[config.mk]
export PLATFORM = sky130hd
export DESIGN_NAME = led_scan_capture
export DESIGN_NICKNAME = d
export VERILOG_FILES = /design/src/rtl/shooting_game_pkg.sv /design/src/rtl/scan_frame_bank.sv /design/src/rtl/led_scan_capture.sv
export SDC_FILE = /design/constraint.sdc
export NUM_CORES = 1
export LEC_CHECK = 0
export ABC_AREA = 0
export BUFFER_PORTS_ARGS = -buffer_cell sky130_fd_sc_hd__buf_2
export CAP_MARGIN = 20
export CORE_MARGIN = 5
export CORE_UTILIZATION = 56
export CTS_CLUSTER_SIZE = 16
export DETAILED_ROUTE_END_ITERATION = 6
export HOLD_SLACK_MARGIN = 0.12
export PLACE_DENSITY_LB_ADDON = 0.08
export SYNTH_ARGS = -nofsm -noshare
export SYNTH_HDL_FRONTEND = slang
export SYNTH_SLANG_ARGS = --single-unit
[constraint.sdc]
create_clock -name CLK -period 1.58 [get_ports CLK]
set_clock_uncertainty 0.05 [all_clocks]
set_input_delay 0.079 -clock CLK [delete_from_list [all_inputs] [get_ports CLK]]
set_output_delay 0.079 -clock CLK [all_outputs]
set_load 0.005 [all_outputs]
[src/rtl/shooting_game_pkg.sv]
// Shared types and constants for the 8x8 RGB LED-matrix scan interface.
//   NUM_COLS / NUM_ROWS : matrix geometry
//   COL_EN_BIT          : bit of the column bus that enables the column drive
//   rgb_col_t           : one column of the matrix, {r, g, b}, active-high (1 = lit)
//   LED_OFF             : idle value of an active-low row bus
//   to_lit()            : converts the three active-low row buses into an rgb_col_t
package shooting_game_pkg;

  localparam int NUM_COLS   = 8;
  localparam int NUM_ROWS   = 8;
  localparam int COL_EN_BIT = 3;

  typedef struct packed {
    logic [NUM_ROWS-1:0] r;
    logic [NUM_ROWS-1:0] g;
    logic [NUM_ROWS-1:0] b;
  } rgb_col_t;

  localparam logic [NUM_ROWS-1:0] LED_OFF = 8'hFF;

  function automatic rgb_col_t to_lit(input logic [NUM_ROWS-1:0] r_n,
                                      input logic [NUM_ROWS-1:0] g_n,
                                      input logic [NUM_ROWS-1:0] b_n);
    rgb_col_t c;
    c.r = ~r_n;
    c.g = ~g_n;
    c.b = ~b_n;
    return c;
  endfunction

endpackage

[src/rtl/scan_frame_bank.sv]
// One frame buffer: NUM_COLS columns of rgb_col_t.
//   CLK, Clear_n : clock, asynchronous active-low reset (contents -> 0)
//   clr          : synchronous clear of the whole bank
//   wr_en        : OR-merge wr_data into column wr_col
//   wr_col       : column written
//   wr_data      : lit bits to merge
//   rd_col       : column read
//   rd_data      : registered read data, 1-cycle latency
// When clr and wr_en coincide the clear takes effect first, so the written
// column ends up holding exactly wr_data and every other column is 0.
module scan_frame_bank
  import shooting_game_pkg::*;
(
  input  logic       CLK,
  input  logic       Clear_n,
  input  logic       clr,
  input  logic       wr_en,
  input  logic [2:0] wr_col,
  input  rgb_col_t   wr_data,
  input  logic [2:0] rd_col,
  output rgb_col_t   rd_data
);

  rgb_col_t mem [NUM_COLS];

  always_ff @(posedge CLK or negedge Clear_n) begin
    if (!Clear_n) begin
      for (int c = 0; c < NUM_COLS; c++) mem[c] <= '0;
      rd_data <= '0;
    end else begin
      for (int c = 0; c < NUM_COLS; c++) begin
        if (wr_en && (wr_col == 3'(c))) begin
          mem[c] <= clr ? wr_data : (mem[c] | wr_data);
        end else if (clr) begin
          mem[c] <= '0;
        end
      end
      rd_data <= mem[rd_col];
    end
  end

endmodule

[src/rtl/led_scan_capture.sv]
// Receiving end of the 8x8 RGB LED-matrix scan interface. Samples one scan
// slot per scan_tick, rebuilds the frame in a write bank and hands completed
// frames to a read bank (ping-pong) with a valid/ack handshake.
//   CLK, Clear_n        : clock, asynchronous active-low reset
//   scan_tick           : sample the scan buses this cycle
//   scan_sync           : frame-start marker (qualified by scan_tick)
//   column              : [3] column enable, [2:0] column index
//   R/G/B_color         : active-low row buses
//   frame_valid         : read bank holds a complete frame
//   frame_ack           : consumer releases the read bank
//   rd_col, rd_r/g/b    : column read port, active-high, 1-cycle latency
//   overrun_cnt         : saturating count of dropped frames
//   sync_err_cnt        : saturating count of partial frames discarded by sync
module led_scan_capture
  import shooting_game_pkg::*;
#(
  parameter int SLOTS_PER_FRAME = 8,
  parameter int OVR_W           = 8
) (
  input  logic             CLK,
  input  logic             Clear_n,
  input  logic             scan_tick,
  input  logic             scan_sync,
  input  logic [3:0]       column,
  input  logic [7:0]       R_color,
  input  logic [7:0]       G_color,
  input  logic [7:0]       B_color,
  output logic             frame_valid,
  input  logic             frame_ack,
  input  logic [2:0]       rd_col,
  output logic [7:0]       rd_r,
  output logic [7:0]       rd_g,
  output logic [7:0]       rd_b,
  output logic [OVR_W-1:0] overrun_cnt,
  output logic [OVR_W-1:0] sync_err_cnt
);

  localparam int              SLOT_W    = 4;
  localparam logic [SLOT_W-1:0] LAST_SLOT = SLOT_W'(SLOTS_PER_FRAME - 1);

  function automatic logic [OVR_W-1:0] sat_inc(input logic [OVR_W-1:0] v);
    return (&v) ? v : v + OVR_W'(1);
  endfunction

  logic [SLOT_W-1:0] slot_cnt;
  logic              done_p1;    // last slot was merged on the previous cycle
  logic              wr_bank;
  logic              rd_sel_p1;  // read bank index aligned with the registered read data

  logic              sync_hit;
  logic [SLOT_W-1:0] cur_slot;
  logic              last_hit;
  logic              accept;
  logic              tgt_bank;
  logic              clr_any;
  logic              wr_en;
  rgb_col_t          wr_data;
  logic              bank_clr [2];
  logic              bank_we  [2];
  rgb_col_t          bank_rd  [2];
  rgb_col_t          rd_sel;

  // Sample decode and target-bank selection. In the completion cycle a
  // concurrent sample must land in the bank that will be written next, which
  // is also the bank being cleared, so clear and merge share one target.
  always_comb begin
    sync_hit = scan_tick && scan_sync;
    cur_slot = sync_hit ? '0 : slot_cnt;
    last_hit = scan_tick && (cur_slot == LAST_SLOT);
    accept   = done_p1 && (!frame_valid || frame_ack);
    tgt_bank = accept ? ~wr_bank : wr_bank;
    clr_any  = done_p1 || sync_hit;
    wr_en    = scan_tick && column[COL_EN_BIT];
    wr_data  = to_lit(R_color, G_color, B_color);
    for (int i = 0; i < 2; i++) begin
      bank_clr[i] = clr_any && (tgt_bank == 1'(i));
      bank_we[i]  = wr_en   && (tgt_bank == 1'(i));
    end
  end

  scan_frame_bank u_bank0 (
    .CLK     (CLK),
    .Clear_n (Clear_n),
    .clr     (bank_clr[0]),
    .wr_en   (bank_we[0]),
    .wr_col  (column[2:0]),
    .wr_data (wr_data),
    .rd_col  (rd_col),
    .rd_data (bank_rd[0])
  );

  scan_frame_bank u_bank1 (
    .CLK     (CLK),
    .Clear_n (Clear_n),
    .clr     (bank_clr[1]),
    .wr_en   (bank_we[1]),
    .wr_col  (column[2:0]),
    .wr_data (wr_data),
    .rd_col  (rd_col),
    .rd_data (bank_rd[1])
  );

  // Slot counting, completion, handshake and error counters
  always_ff @(posedge CLK or negedge Clear_n) begin
    if (!Clear_n) begin
      slot_cnt     <= '0;
      done_p1      <= 1'b0;
      wr_bank      <= 1'b0;
      rd_sel_p1    <= 1'b1;
      frame_valid  <= 1'b0;
      overrun_cnt  <= '0;
      sync_err_cnt <= '0;
    end else begin
      done_p1   <= last_hit;
      rd_sel_p1 <= ~wr_bank;

      if (scan_tick) begin
        slot_cnt <= last_hit ? '0 : cur_slot + SLOT_W'(1);
        if (sync_hit && (slot_cnt != '0)) sync_err_cnt <= sat_inc(sync_err_cnt);
      end

      if (done_p1) begin
        if (accept) begin
          wr_bank     <= ~wr_bank;
          frame_valid <= 1'b1;
        end else begin
          overrun_cnt <= sat_inc(overrun_cnt);
        end
      end else if (frame_valid && frame_ack) begin
        frame_valid <= 1'b0;
      end
    end
  end

  // Read port: the selected bank already registered its column
  always_comb begin
    rd_sel = rd_sel_p1 ? bank_rd[1] : bank_rd[0];
    rd_r   = rd_sel.r;
    rd_g   = rd_sel.g;
    rd_b   = rd_sel.b;
  end

endmodule

; ---- Word-level counts from Yosys, hierarchy flattened
; Cells that the tools add are included.
; Widths: inputs -> output; s select.
[totals]
reg_bits = 456
[classes]
eq_ne = 9
n_reduce_logical = 53
add_sub_neg = 3
n_mux = 47
order_cmp = 1
bitwise_logic = 25
[op_table]
columns = op, n
row1 = $mux 24, 39
row2 = $or 24x24->24, 16
row3 = $bmux 24 s3, 2
row4 = $reduce_bool 2->1, 17
row5 = $logic_and 1x1->1, 26
row6 = $not 8->8, 3
row7 = $add 8x1->8 const B, 2
row8 = $reduce_and 8->1, 2
row9 = $eq 3x3->1 const B, 4
row10 = $mux 4, 2
row11 = $eq 3x2->1 const B, 2
row12 = $reduce_and 3->1, 2
row13 = $not 1->1, 5
row14 = $add 4x1->4 const B, 1
row15 = $eq 4x3->1 const B, 1
row16 = $ge 4x4->1 const B, 1
row17 = $mux 1, 4
row18 = $not 3->4, 1
row19 = $reduce_bool 4->1, 1
row20 = $eq 3x1->1 const B, 1
row21 = $logic_not 3->1, 1
row22 = $logic_or 1x1->1, 2
row23 = $ne 2x1->1 const B, 1
row24 = $reduce_and 2->1, 1
row25 = $logic_not 1->1, 1

; ---- Logic depth before layout (Yosys ltp)
; Gate-level depths: netlist of run 1.
[logic_depth]
word_depth = 8
depth_mapped = 7
ltp_nobuf = 5

; ---- Hierarchy
; A second synthesis of run 1 with hierarchy kept.
[hier_totals]
cells_unflattened = 1296
area_unflattened_um2 = 19565.0
[modules_own_cells]
columns = mod, area_each_um2, seq_area_each_um2, n_inst, cells_per_inst
row1 = scan_frame_bank, 9009.9, 5405.2, 2, 570
row2 = led_scan_capture, 1545.2, 601.8, 1, 156

; ---- Worst setup path before layout of run 1
; Ideal clock, no wire load.
[synth_path]
kind = register to register
from = register frame_valid
to = register u_bank0.mem[100] in the netlist's numbering
setup_time_ns = 0.121
stages_incl_launch_ff = 7
t_arrival_ns = 1.563
required_time_ns = 1.409
n_path_buf = 2
path_slack_ns = -0.154
synth_period_minus_slack_ns = 1.734
cell_sequence = dfrtp_1 -> and2b_1 -> o21ai_4 -> o21ai_1 -> buf_4 -> buf_6 -> a22o_1
[synth_via]
elab_chain_cells = 8
[synth_rtl]
columns = item, line_no
row1 = start: declaration, led_scan_capture.sv:28  ; output logic frame_valid,
row2 = start signal: assignment, led_scan_capture.sv:110  ; frame_valid <= 1'b0;
row3 = start signal: assignment, led_scan_capture.sv:125  ; frame_valid <= 1'b1;
row4 = start signal: assignment, led_scan_capture.sv:130  ; frame_valid <= 1'b0;
row5 = $logic_not 1->1 *, led_scan_capture.sv:70  ; accept = done_p1 && (!frame_valid || frame_ack);
row6 = $logic_or 1x1->1 *, led_scan_capture.sv:70
row7 = $logic_and 1x1->1 *, led_scan_capture.sv:70
row8 = $mux 1 *, -
row9 = $not 1->1 *, "led_scan_capture.sv:76, led_scan_capture.sv:77"
row10 = "$logic_and 1x1->1, on equally long branches", "led_scan_capture.sv:76, led_scan_capture.sv:77"
row11 = $mux 24 / $logic_and 1x1->1 (equally long branches), "scan_frame_bank.sv:33, scan_frame_bank.sv:32"
row12 = $mux 24 / $reduce_bool 2->1 (equally long branches), -
row13 = end signal: indexed assignment, scan_frame_bank.sv:33  ; mem[c] <= clr ? wr_data : (mem[c] | wr_data);
row14 = end: declaration, scan_frame_bank.sv:24  ; rgb_col_t mem [NUM_COLS];
; Mark *: on every way between the ends. The rest lies on a longest branch, timed or not.
; A chain may end at the register's enable or synchronous reset.

; ---- Worst setup path in the final report of run 1
[layout_path]
from = register rd_sel_p1
to = output rd_r[1]
[layout_via]
elab_chain_cells = 1
[layout_rtl]
columns = item, line_no
row1 = start: declaration, led_scan_capture.sv:48  ; logic rd_sel_p1;
row2 = start signal: assignment, led_scan_capture.sv:115  ; rd_sel_p1 <= ~wr_bank;
row3 = $mux 24, led_scan_capture.sv:137  ; rd_sel = rd_sel_p1 ? bank_rd[1] : bank_rd[0];
row4 = end: declaration, led_scan_capture.sv:31  ; output logic [7:0] rd_r,
; No other way between the ends.

==> impl_metrics.env, run 1 <==
export IMPL_drc=0
export IMPL_final_setup_worst_slack_ns=-0.4490
export IMPL_place_gp_congestion=0.8115
export IMPL_start_kind="register"
export IMPL_async_reset_ff_share_pct=100.0
export IMPL_cp_arrival_ns=1.90
export IMPL_synth_nets=1339
export IMPL_slowest_delay_ns=0.59
export IMPL_worstMarginPinSlew_ns=0.6781
export IMPL_relSlewSlack_pct=54.62
export IMPL_grt_pass1_wl_mm=94.65
export IMPL_dpl_cell_area_um2=22050
export IMPL_violations="setup timing"
export IMPL_finalSetupTns_ns=-143.33
export IMPL_cts_tree="done"
export IMPL_maxCapViolCount=0
export IMPL_cts_buffer_depth=3
export IMPL_ys_flop_type="dfrtp_1"
export IMPL_grt_pass1_vias=14936
export IMPL_path_class="reg -> out"
export IMPL_io_pins=77
export IMPL_place_ws_ns=-0.2276
export IMPL_synth_commonest_cells="dfrtp_1 (455), a22o_1 (216), o2bb2ai_1 (168)"
export IMPL_power_density_nw_per_um2=1365
export IMPL_grt_max_degree=69
export IMPL_yosys_register_bits=456
export IMPL_root_buffer="clkbuf_16"
export IMPL_cp_required_ns=1.45
export IMPL_portBuffers=76
export IMPL_power_mw=36.71
export IMPL_cts_made_buffers=47
export IMPL_yosys_area_share_adder_pct=0.1288
export IMPL_clk_latency_ns=0.57
export IMPL_yosysWarnings=0
export IMPL_wl_per_cell_um=29.95
export IMPL_synth_top_area_cell="dfrtp_1"
export IMPL_post_route_min_period_ns=2.029
export IMPL_yosys_area_share_simple_pct=3.156
export IMPL_utilization_pct=78.24
export IMPL_hp_class="in -> async"
export IMPL_cts_clk_slew_worst_paths_ns=0.07
export IMPL_synth_area_per_cell_um2=14.93
export IMPL_synth_cells=1301
export IMPL_vias=13669
export IMPL_muxShareOfSynthArea_pct=15.53
export IMPL_grt_overflow_total=0
export IMPL_via_per_inst=6.665
export IMPL_antenna_found_initial=1
export IMPL_fp_dieW_um=196.3
export IMPL_clock_sinks=456
export IMPL_die_area_um2=38520
export IMPL_slowest_stage="dfstp_2"
export IMPL_ir_drop_mv=0.9855
export IMPL_dp_hpwl_mm=32.68
export IMPL_report_final_slew_viol_count=0
export IMPL_layout_cells_non_filler=2051
export IMPL_fin_area_um2=26890
export IMPL_grt_use_total_pct=32.40
export IMPL_critical_path_max_fanout=16
export IMPL_drt_iter0_drc=1158
export IMPL_fmax_mhz=492.8
export IMPL_fin_nets=1601
export IMPL_start_util_pct=56.52
export IMPL_ys_seq_area_share_pct=58.74
export IMPL_synth_top_area_share_pct=58.60
export IMPL_htree_levels=2
export IMPL_design_core_area_um2=34370
export IMPL_synth_area_top_cells="dfrtp_1 (59%), mux4_2 (11%), a22o_1 (9.7%)"
export IMPL_synth_xor_area_share_pct=0.4508
export IMPL_synth_cell_types=48
export IMPL_synthToLayoutAreaGrowth_pct=38.41
export IMPL_post_place_cells=1837
export IMPL_first_pass_iters=5
export IMPL_outcome="finished with violations"
export IMPL_final_fill_count=1870
export IMPL_p_leak_nw=12.14
export IMPL_fin_crit_sh_pct=128.4
export IMPL_synth_compound_area_share_pct=18.17
export IMPL_yosysMostFrequentCell="dfrtp_1"
export IMPL_setup_viol=419
export IMPL_rsz0062_at_grt="yes"
export IMPL_die_h_um=196.3
export IMPL_layout_drive_gt1_share_pct=46.02
export IMPL_synth_top_family_by_area="compound AO/OA/AOI/OAI gates"
export IMPL_netlist_area_um2=19430
export IMPL_finalHoldViolations=0
export IMPL_hold_ws_ns=0.1584
export IMPL_endpoint_kind="output port"
export IMPL_cp_cell_sequence="buf_12, mux2_4, buf_6"
export IMPL_ant_nets=0
export IMPL_synth_edff_count=0
export IMPL_rows=68
export IMPL_drt_total_wl_mm=61.42
[cells by family after synthesis]
kind of cell | after synthesis
buf+inv | 138
simple gates | 116
xor+xnor | 10
compound gates | 407
mux | 172
flops | 456
fa+ha+maj | 2
[where the power goes]
group / switching, mW / leakage (nW) / internal (mW) / total, mW
Combinational: 4.97 / 5.12 / 6.38 / 11.4
Sequential: 1.08 / 6.28 / 13.3 / 14.4
Clock: 4.65 / 0.748 / 6.32 / 11.0
Total: 10.7 / 12.1 / 26.0 / 36.7
[routing by layer]
layer  global-route usage, %  part of all wire, %  vias to the layer above
li1                        -                    -                     5641
met1                   43.51                   40                     7227
met2                   51.32                   48                      662
met3                   8.638                  7.9                      139
met4                   12.34                  3.8                        0
met5                       0                    0                        -
[critical path: cells and delay by family, from the launching register on]
| family | cells | cell delay, ns |
|---|---|---|
| flops | 1 | 0.59 |
| buf+inv | 2 | 0.36 |
| mux | 1 | 0.36 |
[worst paths after layout]
path | startpoint | to | slack (ns) | cells after the start
worst max-delay path | rd_sel_p1$_DFF_PN1_ | rd_r[1] | -0.45 | 3
worst min-delay path | Clear_n | u_bank1.mem[11]$_DFFE_PN0P_ | 0.16 | 3
worst max register to register | frame_valid$_DFFE_PN0P_ | u_bank1.mem[179]$_DFFE_PN0P_ | -0.43 | 9
min in group CLK | rd_col[1] | u_bank1.rd_data[15]$_DFF_PN0_ | 0.20 | 4
max in group asynchronous | Clear_n | u_bank1.mem[91]$_DFFE_PN0P_ | 0.91 | 3
worst min register to register | u_bank1.mem[30]$_DFFE_PN0P_ | u_bank1.mem[30]$_DFFE_PN0P_ | 0.43 | 1
[placed cells by master (no fill, tap or decap), types with 3 or more instances in the layout]
master | synthesis | final
dfrtp_1 | 455 | 454
a22o_1 | 216 | 216
o2bb2ai_2 | 0 | 108
mux4_2 | 96 | 96
buf_12 | 0 | 80
buf_4 | 6 | 65
buf_6 | 20 | 56
mux2_2 | 75 | 51
clkbuf_16 | 0 | 50
buf_2 | 42 | 50
o2bb2ai_1 | 168 | 41
buf_16 | 0 | 41
nor2_1 | 33 | 33
dlygate4sd3_1 | 0 | 33
mux2_4 | 0 | 24
or2_2 | 21 | 21
buf_8 | 0 | 20
nand2_1 | 19 | 19
o2bb2ai_4 | 0 | 19
clkbuf_8 | 0 | 11
clkbuf_1 | 40 | 10
nand3_1 | 13 | 9
clkinv_2 | 0 | 9
o21ai_4 | 1 | 7
xor2_1 | 7 | 7
a21oi_4 | 0 | 6
nor4_1 | 5 | 5
nor3_4 | 1 | 5
nor2b_1 | 5 | 5
nand3_4 | 0 | 4
inv_1 | 3 | 3
xnor2_1 | 3 | 3
[sequential cells by signal (all words and copies together) (netlist names)]
| name | flops |
|---|---|
| overrun_cnt | 8 |
| u_bank1.mem | 192 |
| u_bank0.rd_data | 24 |
| u_bank0.mem | 192 |
| rd_sel_p1 | 1 |
| wr_bank | 1 |
| u_bank1.rd_data | 24 |
| done_p1 | 1 |
| sync_err_cnt | 8 |
| frame_valid | 1 |
| slot_cnt | 4 |
[layout make-up]
type	instances	area (um^2)	area share [%]
inverter	4	15.01	0.05583
multi-input combinational	707	8606	32.00
tap	455	569.3	2.117
antenna	1	2.502	0.009305
sequential	456	11410	42.44
clock inverter	11	83.83	0.3117
clock buffer	70	1415	5.262
timing repair buffer	347	4787	17.80
[repair_timing]
| action | in CTS | in global routing |
|---|---|---|
| endpoints found under the hold margin | 868 | 0 |
| cloned | 48 | 1 |
| setup endpoints to repair | 414 | 424 |
| gates resized for setup | 222 | 70 |
| hold buffers | 34 | 0 |
| pin swaps | 91 | 32 |
| buffers inserted | 58 | 15 |
Note: power is estimated with default switching activity, not from simulation.
==> inputs of run 2 (changes only) <==
PLACE_DENSITY = 0.72   (was default)
PLACE_DENSITY_LB_ADDON = default   (was 0.08)
==> impl_metrics.env, run 2 (same netlist as run 1, synthesis figures left out) <==
export IMPL_maxCapViolCount=0
export IMPL_fin_nets=1603
export IMPL_cp_arrival_ns=2.36
export IMPL_outcome="finished with violations"
export IMPL_report_final_slew_viol_count=0
export IMPL_dp_hpwl_mm=32.36
export IMPL_violations="setup timing"
export IMPL_rr_startpoint="frame_valid$_DFFE_PN0P_"
export IMPL_crit_buf_inv=5
export IMPL_grt_max_degree=76
export IMPL_post_place_cells=1827
export IMPL_cts_made_buffers=46
export IMPL_rsz0062_at_grt="yes"
export IMPL_reg2reg_to="u_bank1.mem[59]$_DFFE_PN0P_"
export IMPL_relSlewSlack_pct=46.35
export IMPL_grt_overflow_total=0
export IMPL_clock_sinks=456
export IMPL_die_area_um2=38520
export IMPL_layout_commonest_cell="dfrtp_1"
export IMPL_endpoint_kind="register"
export IMPL_slowest_stage="dfrtp_1"
export IMPL_worstMarginPinSlew_ns=0.8018
export IMPL_power_density_nw_per_um2=1374
export IMPL_reg_largest_list="u_bank0.mem (192), u_bank1.mem (192)"
export IMPL_ir_drop_mv=1.037
export IMPL_p_leak_nw=12.34
export IMPL_portBuffers=76
export IMPL_cts_buffer_depth=3
export IMPL_drt_total_wl_mm=69.42
export IMPL_drt_iter0_drc=1597
export IMPL_cp_cell_sequence="and2b_2, nor3_4, buf_6, a21oi_4, buf_12, buf_16, buf_12, buf_8, o2bb2ai_2"
export IMPL_final_cell_mix="dfrtp_1 (454), a22o_1 (216), o2bb2ai_2 (114), mux4_2 (96), buf_4 (69)"
export IMPL_cpLargestDelayFamily="buffers and inverters"
export IMPL_fmax_mhz=506.6
export IMPL_design_core_area_um2=34370
export IMPL_post_route_min_period_ns=1.974
export IMPL_fp_dieW_um=196.3
export IMPL_vias=14530
export IMPL_final_setup_worst_slack_ns=-0.3939
export IMPL_clk_latency_ns=0.58
export IMPL_antenna_found_initial=2
export IMPL_ant_nets=0
export IMPL_hp_class="in -> async"
export IMPL_start_kind="register"
export IMPL_synthToLayoutAreaGrowth_pct=40.58
export IMPL_io_pins=77
export IMPL_start_util_pct=56.52
export IMPL_grt_pass1_vias=15344
export IMPL_wl_per_cell_um=33.81
export IMPL_cts_clk_slew_worst_paths_ns=0.06
export IMPL_htree_levels=2
export IMPL_grt_use_total_pct=33.74
export IMPL_root_buffer="clkbuf_16"
export IMPL_die_h_um=196.3
export IMPL_cts_tree="done"
export IMPL_crit_path_frequent_cell="buf_12"
export IMPL_layout_cells_non_filler=2053
export IMPL_drc=0
export IMPL_rows=68
export IMPL_layout_drive_gt1_share_pct=47.37
export IMPL_r2r_cells=9
export IMPL_fin_crit_sh_pct=124.9
export IMPL_reg2reg_setup_slack_ns=-0.39
export IMPL_via_per_inst=7.077
export IMPL_path_class="reg -> reg"
export IMPL_setup_viol=412
export IMPL_slowest_delay_ns=0.39
export IMPL_first_pass_iters=5
export IMPL_critical_path_max_fanout=6
export IMPL_cp_required_ns=1.96
export IMPL_finalHoldViolations=0
export IMPL_place_gp_congestion=0.8096
export IMPL_grt_pass1_wl_mm=98.51
export IMPL_num_antenna_cells=0
export IMPL_finalSetupTns_ns=-116.69
export IMPL_worstSetupStartpoint="frame_valid$_DFFE_PN0P_"
==> run 2: cell types whose count changed in the layout (fill, tap and decap cells not counted), moves of 5 or more <==
cell | previous run | this run
bufinv_16 | 1 | 6
o2bb2ai_4 | 19 | 33
clkinv_2 | 9 | 1
o2bb2ai_1 | 41 | 21
buf_12 | 80 | 68
o2bb2ai_2 | 108 | 114
buf_6 | 56 | 50
dlygate4sd3_1 | 33 | 38
buf_2 | 50 | 57
clkbuf_16 | 50 | 55
mux2_4 | 24 | 16
mux2_2 | 51 | 59
bufbuf_16 | 1 | 6
==> run 2: where the power goes <==
part,internal (mW),switching (mW)
logic,5.98,5.17
registers,13.3,1.24
clock network,7.13,4.71
==> run 2: how the worst max path moves through the flow <==
stage / to / slack (ns) / depth (start not counted)
3_3_place_gp: u_bank0.mem[101]$_DFFE_PN0P_ / -0.22 / 6
6_report: u_bank1.mem[59]$_DFFE_PN0P_ / -0.39 / 9
5_1_grt: u_bank0.mem[52]$_DFFE_PN0P_ / -0.42 / 8
2_1_floorplan: u_bank1.mem[120]$_DFFE_PN0P_ / -0.15 / 6
3_5_place_dp: u_bank1.mem[83]$_DFFE_PN0P_ / -0.24 / 8
4_1_cts: rd_r[4] / -0.38 / 3
==> run 2: area by class of cell <==
type                    instances  area (um^2)
flip-flops and latches        456        11410
inverters                       4        17.52
fillers                      1700         7061
clock inverters                 8        193.9
well taps                     455        569.3
repair buffers                349         4762
multi-input cells             708         8932
clock buffers                  73         1424
==> run 2: timing repair <==
action	CTS	global route
hold buffers	38	0
pin swaps	51	37
endpoints found under the hold margin	889	0
gates cloned	42	11
setup endpoints to repair	414	423
setup buffers	61	16
resized for setup	207	91
==> run 2: layer usage <==
| metal | share of wire [%] | GRT usage (%) | vias to the layer above |
|---|---|---|---|
| met3 | 11 | 9.840 | 246 |
| li1 | - | - | 5668 |
| met2 | 47 | 52.79 | 1002 |
| met4 | 5.3 | 13.24 | 2 |
| met1 | 36 | 45.15 | 7612 |
| met5 | 0.026 | 0 | - |
==> run 2: worst reg2reg max path, cell delays in order, from the launching register on <==
cell	delay, ns
dfrtp_1	0.39
and2b_2	0.26
nor3_4	0.23
buf_6	0.14
a21oi_4	0.06
buf_12	0.19
buf_16	0.16
buf_12	0.14
buf_8	0.12
o2bb2ai_2	0.12
==> run 2: stage by stage <==
| stage | utilization (%) | setup slack (ns) | hold slack (ns) | total power, mW | area, um^2 |
|---|---|---|---|---|---|
| finish | 79.46 | -0.3939 | 0.1006 | 37.54 | 27310 |
| global route | 79.46 | -0.4237 | 0.1508 | 38.51 | 27310 |
| CTS | 77.28 | -0.3811 | 0.1234 | 36.09 | 26560 |
| detailed placement | 63.62 | -0.2402 | -0.1071 | 21.09 | 21870 |
| global placement | 63.62 | -0.2244 | -0.1107 | 20.87 | 21870 |
| floorplan | - | -0.1453 | -0.2666 | 18.81 | 20090 |
